File: src/rtl/machine_pkg.sv
// Shared definitions for the 3-bit Moore detector machines and their sequencer.
// State encodings, state-vector width and the detector match code.
package machine_pkg;

    localparam int unsigned S_W = 3;
    localparam logic [S_W-1:0] MATCH_CODE = 3'b111;

    typedef enum logic [2:0] {
        IDLE   = 3'd0,
        CLR    = 3'd1,
        SHIFT  = 3'd2,
        SETTLE = 3'd3,
        DONE   = 3'd4
    } seq_state_t;

endpackage

File: src/rtl/machine_seq_shreg.sv
// Load / shift-right pattern register; bit 0 is the next serial bit to send.
module machine_seq_shreg #(
    parameter int unsigned WIDTH = 16
) (
    input  logic             clk,
    input  logic             rst,
    input  logic             load,
    input  logic             shift,
    input  logic [WIDTH-1:0] din,
    output logic             dout
);

    logic [WIDTH-1:0] q;

    always_ff @(posedge clk) begin
        if (rst) begin
            q <= '0;
        end else if (load) begin
            q <= din;
        end else if (shift) begin
            q <= {1'b0, q[WIDTH-1:1]};
        end
    end

    assign dout = q[0];

endmodule

File: src/rtl/machine_seq_ctrl.sv
// Sequencer: clears a 3-bit Moore detector, streams a stored pattern LSB first,
// and records hit count, first hit position and the final machine state.
module machine_seq_ctrl
    import machine_pkg::*;
#(
    parameter int unsigned WIDTH = 16,
    parameter int unsigned CNT_W = 5
) (
    input  logic             CLK,
    input  logic             RESET,
    input  logic             start,
    input  logic [WIDTH-1:0] pattern,
    input  logic [CNT_W-1:0] len,
    input  logic             mach_F,
    input  logic [S_W-1:0]   mach_S,
    output logic             mach_x,
    output logic             mach_rst,
    output logic             busy,
    output logic             done,
    output logic [CNT_W-1:0] hit_cnt,
    output logic [CNT_W-1:0] first_hit,
    output logic             hit_valid,
    output logic [S_W-1:0]   final_S
);

    localparam logic [CNT_W-1:0] WIDTH_C = CNT_W'(WIDTH);
    localparam logic [CNT_W-1:0] ONE     = CNT_W'(1);

    seq_state_t       state, next_state;
    logic [CNT_W-1:0] len_q;
    logic [CNT_W-1:0] idx;
    logic [CNT_W-1:0] len_clamp;
    logic [CNT_W-1:0] hit_idx;
    logic             accept;
    logic             sample_en;
    logic             sr_bit;

    assign len_clamp = (len > WIDTH_C) ? WIDTH_C : len;

    machine_seq_shreg #(
        .WIDTH (WIDTH)
    ) u_shreg (
        .clk   (CLK),
        .rst   (RESET),
        .load  (accept),
        .shift (state == SHIFT),
        .din   (pattern),
        .dout  (sr_bit)
    );

    always_ff @(posedge CLK) begin
        if (RESET) begin
            state <= IDLE;
        end else begin
            state <= next_state;
        end
    end

    always_comb begin
        next_state = state;
        accept     = 1'b0;
        mach_x     = 1'b0;
        mach_rst   = 1'b0;
        busy       = 1'b0;
        done       = 1'b0;
        case (state)
            IDLE: begin
                if (start) begin
                    accept     = 1'b1;
                    next_state = (len_clamp != '0) ? CLR : DONE;
                end
            end
            CLR: begin
                mach_rst   = 1'b1;
                busy       = 1'b1;
                next_state = SHIFT;
            end
            SHIFT: begin
                mach_x = sr_bit;
                busy   = 1'b1;
                if (idx == len_q - ONE) begin
                    next_state = SETTLE;
                end
            end
            SETTLE: begin
                busy       = 1'b1;
                next_state = DONE;
            end
            DONE: begin
                done       = 1'b1;
                next_state = IDLE;
            end
            default: next_state = IDLE;
        endcase
    end

    // Moore target: F seen in this cycle reflects the bit applied one cycle earlier.
    assign sample_en = ((state == SHIFT) && (idx != '0)) || (state == SETTLE);
    assign hit_idx   = (state == SETTLE) ? (len_q - ONE) : (idx - ONE);

    always_ff @(posedge CLK) begin
        if (RESET) begin
            len_q     <= '0;
            idx       <= '0;
            hit_cnt   <= '0;
            first_hit <= '0;
            hit_valid <= 1'b0;
            final_S   <= '0;
        end else begin
            case (state)
                IDLE: begin
                    if (start) begin
                        len_q     <= len_clamp;
                        hit_cnt   <= '0;
                        first_hit <= '0;
                        hit_valid <= 1'b0;
                        final_S   <= '0;
                    end
                end
                CLR:     idx     <= '0;
                SHIFT:   idx     <= idx + ONE;
                SETTLE:  final_S <= mach_S;
                default: ;
            endcase
            if (sample_en && mach_F) begin
                hit_cnt <= hit_cnt + ONE;
                if (!hit_valid) begin
                    first_hit <= hit_idx;
                    hit_valid <= 1'b1;
                end
            end
        end
    end

endmodule

File: config.mk
export PLATFORM = sky130hd
export DESIGN_NAME = machine_seq_ctrl
export DESIGN_NICKNAME = d
export VERILOG_FILES = /design/src/rtl/machine_pkg.sv /design/src/rtl/machine_seq_shreg.sv /design/src/rtl/machine_seq_ctrl.sv
export SDC_FILE = /design/constraint.sdc
export NUM_CORES = 1
export LEC_CHECK = 0
export BUFFER_PORTS_ARGS = -buffer_cell sky130_fd_sc_hd__buf_2
export CAP_MARGIN = 20
export CORE_MARGIN = 3
export CORE_UTILIZATION = 55
export CTS_BUF_LIST = sky130_fd_sc_hd__clkbuf_8
export CTS_CLUSTER_DIAMETER = 30
export DETAILED_ROUTE_END_ITERATION = 8
export GPL_TIMING_DRIVEN = 0
export PLACE_DENSITY_LB_ADDON = 0.25
export SLEW_MARGIN = 0
export SYNTH_ARGS = -nofsm -noshare
export SYNTH_HDL_FRONTEND = slang
export SYNTH_SLANG_ARGS = --single-unit
File: constraint.sdc
create_clock -name CLK -period 5.5 [get_ports CLK]
set_input_delay 0 -clock CLK [delete_from_list [all_inputs] [get_ports CLK]]
set_output_delay 0 -clock CLK [all_outputs]
set_load 0.01 [all_outputs]
==> flow_metrics.tcl, run 1 <==
set metrics [dict create \
    status "complete, no violations" \
    critPathKind "register to register" \
    hold_viol 0 \
    synth_cell_type_count 40 \
    initial_core_util 0.603 \
    grt_max_degree 14 \
    drive_gt1_frac 0.238 \
    n_antenna_cell 0 \
    worstMarginPinSlew_ns 0.644 \
    path_max_fanout 7 \
    layout.nets 350 \
    core_area_um2 3520 \
    syn_avg_cell_area_um2 8.67 \
    cts_tree "built" \
    max_cap_violations 0 \
    syn-num-nets 277 \
    antenna_left 0 \
    final.setup.tns_ns 0 \
    areaGrowthSynthToFinish_pct 29.0 \
    synth.area.top_cells "dfxtp_1 41%, a21oi_1 7.3%, a22oi_1 6.4%, nand2_1 4.9%, nand3b_1 4.2%" \
    antenna_found_initial 0 \
    syn-cell-area_um2 2120 \
    htree_levels 2 \
    die-width_um 68.1 \
    clockBufferDepth 2 \
    min_path_cells 3 \
    die-height_um 68.1 \
    cellPowerDensity_nw_per_um2 268 \
    cts.sinks 43 \
    yosysSeqAreaShare 0.405 \
    end_kind "register" \
    synth_async_sr_flop_share 0 \
    portBuffers 44 \
    grt_overflow 0 \
    hold_path_class "input pin to register" \
    synthMostInstantiatedCell "dfxtp_1" \
    ctsResizeCount 0 \
    min_period_over_period 0.373 \
    synthFlopType "dfxtp_1" \
    yosys_warnings 0 \
    synth-edff-count 0 \
    clk-insertion-delay-late_ns 0.30 \
    cts_root_buf "clkbuf_8" \
    fillers 244 \
    drt-vias-per-instance 5.64 \
    grt_pass1_wl_um 8930 \
    grt.total_usage 0.257 \
    yosys.area.top_type "dfxtp_1" \
    r2r_cells 6 \
    hold_slack_ns 0.00356 \
    vias 2059 \
    drt_iter0_markers 176 \
    syn_inst 245 \
    wl_per_cell_um 15.1 \
    dpl.hpwl_um 3690 \
    grt_pass1_vias 1975 \
    setup_violations 0 \
    cts_made_buffers 5 \
    layoutNonFillerInstCount 365 \
    required_ns 5.71 \
    rows 21 \
    final_max_slew_viol_count 0 \
    max_slew_margin 0.571 \
    synth_top_area_frac 0.405 \
    ir_drop_uv 194 \
    yosys-top-cells-count "43 x dfxtp_1, 31 x a21oi_1, 28 x nand2_1, 20 x nor2_1, 18 x a22oi_1" \
    io_pins 46 \
    synth-seq-cells 43 \
    min_period_ns 2.05 \
    dr.pass1.iters 6 \
    gp_congestion 0.914 \
    die_area_um2 4640 \
    clk_pin_slew_ns 0.08 \
    p_leak_nw 1.08 \
    placed_cells 335 \
    fin_worst_skew_ns 0.00359 \
    fmax_mhz 488 \
    drc_errors 0 \
    cp-start-kind "register" \
    drt_wl_total_um 5520 \
    rsz0062_at_grt "false" \
    arrival_ns 2.26 \
]
## cell usage in the layout, fill, tap and decap left out, types with 3 or more instances in the layout
| cell | instances |
|---|---|
| buf_2 | 51 |
| dfxtp_1 | 43 |
| a21oi_1 | 31 |
| nand2_1 | 28 |
| dlygate4sd3_1 | 22 |
| nor2_1 | 20 |
| a22oi_1 | 18 |
| nand3b_1 | 12 |
| nand3_1 | 9 |
| xnor2_1 | 9 |
| inv_1 | 6 |
| clkbuf_1 | 6 |
| clkbuf_8 | 6 |
| and2_1 | 5 |
| nor3_1 | 4 |
| xor2_1 | 4 |
| ha_1 | 4 |
| buf_6 | 3 |
| nand4_1 | 3 |
| mux2i_1 | 3 |
| a211oi_1 | 3 |
## cell families (layout without fill, tap and decap cells)
family                     count (synthesis)  after routing  share of synthesized area
and+or+nand+nor                           92             92                      0.234
AOI/OAI and AO/OA                         64             64                      0.199
DFF                                       43             43                      0.405
buffers and inverters                     24             98                     0.0595
xor gates and xnor gates                  13             13                     0.0536
muxes                                      5              5                     0.0247
adders and majority gates                  4              4                     0.0236
## final cells by class
type | count | area (µm²) | area share
multi-input cells | 178 | 1140 | 0.415
flip-flops and latches | 43 | 861 | 0.314
repair buffers | 66 | 440 | 0.161
plain buffers | 18 | 104 | 0.0379
clock buffers | 6 | 82.6 | 0.0302
well taps | 46 | 57.6 | 0.0210
clock inverters | 2 | 35.0 | 0.0128
inverters | 6 | 22.5 | 0.00822
## worst max-delay path, stage by stage (launching register included)
cell and delay (ns):
dfxtp_1 0.39, inv_1 0.11, ha_1 0.20, nor3b_2 0.39, a21o_1 0.28, mux2_2 0.35, a211oi_1 0.23
## per-stage QoR
stage	power, mW	utilization	cell area, µm²	worst slack (ns)
after global routing	0.761	0.778	2740	3.25
after detailed placement	0.469	0.682	2400	3.53
final	0.734	0.778	2740	3.45
after floorplan	0.432	-	2120	3.74
after CTS	0.732	0.778	2740	3.46
after global placement	0.465	0.682	2400	3.59
## registers in the layout, indices dropped and copies added (netlist names)
register,cells
first_hit,5
idx,5
hit_cnt,5
len_q,5
hit_valid,1
u_shreg.q,16
final_S,3
state,3
## path summary, 6_finish.rpt
check	startpoint	to	slack (ns)
setup / recovery	idx[0]	hit_cnt[2]	3.45
hold / removal	pattern[12]	u_shreg.q[12]	0.004
hold reg to reg	u_shreg.q[13]	u_shreg.q[13]	0.46
setup reg to reg	idx[0]	hit_cnt[2]	3.45
## report_power, final
part	switching [mW]	total, mW	internal [mW]
sequential	0.0109	0.338	0.327
clock	0.110	0.257	0.147
combinational	0.0764	0.139	0.0630
## what timing repair did
action | CTS | global route
endpoints found under the hold margin | 22 | 0
buffers inserted | 0 | 0
hold buffers | 22 | 0
## metal layers
metal  global-route usage  wire length [µm]  vias to the layer above
met5                    0                 0                        -
met4                0.104                95                        0
met3               0.0460               351                       10
met2                0.449              2690                       75
met1                0.310              2380                      966
li1                     -                 -                     1008
Note: power is estimated with default switching activity, not from simulation.
==> run 2: changes to the inputs <==
==> constraint.sdc (replaced) <==
create_clock -name CLK -period 2.05 [get_ports CLK]
set_input_delay 0 -clock CLK [delete_from_list [all_inputs] [get_ports CLK]]
set_output_delay 0 -clock CLK [all_outputs]
set_load 0.01 [all_outputs]
==> flow_metrics.tcl, run 2 (synthesized netlist as in run 1, its figures left out) <==
set metrics [dict create \
    max_cap_violations 0 \
    comb_power_share 0.194 \
    fmax_mhz 527 \
    finalWorstSetupSlack_ns 0.153 \
    vias 2094 \
    top_register "u_shreg.q" \
    drc_errors 0 \
    drive_gt1_frac 0.251 \
    p_int_mw 1.45 \
    netSwitchingFraction 0.269 \
    mostFrequentLayoutCells "51 x buf_2, 43 x dfxtp_1, 31 x a21oi_1" \
    grt_max_degree 14 \
    place_area_um2 2400 \
    arrival_ns 2.11 \
    portBuffers 44 \
    required_ns 2.27 \
    grt_use_met1 0.310 \
    cts_tree "built" \
    areaGrowthSynthToFinish_pct 31.3 \
    fin_area_um2 2790 \
    cts_made_buffers 5 \
    core_area_um2 3520 \
    critPathKind "register to register" \
    ir_drop_uv 520 \
    rows 21 \
    dr.pass1.iters 5 \
    grt.total_usage 0.257 \
    use_met2 0.449 \
    drt_iter0_markers 172 \
    path_max_fanout 7 \
    layoutNonFillerInstCount 369 \
    cts.sinks 43 \
    grt_pass1_wl_um 8930 \
    setup_violations 0 \
    grt_overflow 0 \
    hold_path_class "input pin to register" \
    finalPower_mw 1.98 \
    place_ws_ns 0.0769 \
    gp_congestion 0.914 \
    n_antenna_cell 0 \
    status "complete, no violations" \
    min_period_over_period 0.925 \
    die-height_um 68.1 \
    final_common_cell "buf_2" \
    min_period_ns 1.90 \
    cellPowerDensity_nw_per_um2 710 \
    die_area_um2 4640 \
    io_pins 46 \
    clk_pin_slew_ns 0.08 \
    power_frac_seq 0.458 \
    p_leak_nw 1.11 \
    htree_levels 2 \
    clockBufferDepth 2 \
    clockPowerShare 0.348 \
    antenna_found_initial 0 \
    switchingPower_mw 0.533 \
    dpl.hpwl_um 3690 \
    die-width_um 68.1 \
    initial_core_util 0.603 \
    final_max_slew_viol_count 0 \
    layout.nets 354 \
    max_slew_margin 0.562 \
    largest_reg_flops 16 \
    grt_pass1_vias 1975 \
    wl_per_cell_um 15.4 \
    cts_root_buf "clkbuf_8" \
    end_kind "register" \
    drt_wl_total_um 5680 \
    met3_usage 0.0460 \
    worstMarginPinSlew_ns 0.657 \
    grt_busiest_layer "met2" \
    hold_viol 0 \
    fin_worst_skew_ns 0.00327 \
    fin_util 0.792 \
    clk-insertion-delay-late_ns 0.30 \
    antenna_left 0 \
    cp-start-kind "register" \
    drt-vias-per-instance 5.67 \
    placed_cells 335 \
]
[run 2: changes by cell type in the layout (fill, tap and decap cells not counted)]
cell	before	now
a211oi_1	3	2
a211oi_2	2	3
buf_4	1	5
nor3b_2	1	0
nor3b_4	1	2
nor4b_2	1	0
nor4b_4	0	1
[run 2: worst paths after layout]
| check | startpoint | endpoint | slack [ns] | cells after the start |
|---|---|---|---|---|
| worst max-delay path | idx[0] | hit_cnt[2] | 0.15 | 6 |
| worst min-delay path | pattern[12] | u_shreg.q[12] | 0.004 | 3 |
| worst max register to register | idx[0] | hit_cnt[2] | 0.15 | 6 |
| worst min register to register | u_shreg.q[14] | u_shreg.q[14] | 0.47 | 2 |
[run 2: layout make-up]
class	instances	area, µm²
Buffer	18	104
Clock buffer	6	82.6
Clock inverter	2	35.0
Fill cell	238	732
Inverter	6	22.5
Multi-Input combinational cell	178	1160
Sequential cell	43	861
Tap cell	46	57.6
Timing Repair Buffer	70	470
[run 2: power by group through the flow]
stage          logic [mW]  clock network (mW)  registers [mW]
6_report            0.384               0.689           0.908
5_1_grt             0.423               0.718           0.913
4_1_cts             0.367               0.690           0.907
3_5_place_dp        0.333                   0           0.927
3_3_place_gp        0.324                   0           0.925
2_1_floorplan       0.239                   0           0.921
[run 2: layer usage]
metal	vias to the layer above	wire length (µm)
li1	1014	-
met2	77	2840
met5	-	0
met1	995	2370
met3	8	392
met4	0	80
[run 2: timing repair]
| item | CTS | global route |
|---|---|---|
| buffers inserted | 0 | 4 |
| endpoints found under the hold margin | 22 | 0 |
| hold buffers | 22 | 0 |
| gates resized for setup | 0 | 3 |
| setup endpoints to repair | 0 | 5 |
[run 2: through the flow]
stage | hold WS, ns | setup TNS (ns)
floorplan | 0.136 | 0
global placement | 0.249 | 0
detailed placement | 0.267 | 0
CTS | 0.0108 | 0
global route | 0.0306 | -0.00581
finish | 0.00408 | 0
[run 2: worst max-delay path, cell delays in order (launching register included)]
cell and delay (ns):
dfxtp_1 0.39, inv_1 0.11, ha_1 0.20, nor3b_4 0.32, a21o_1 0.23, mux2_2 0.36
a211oi_2 0.21
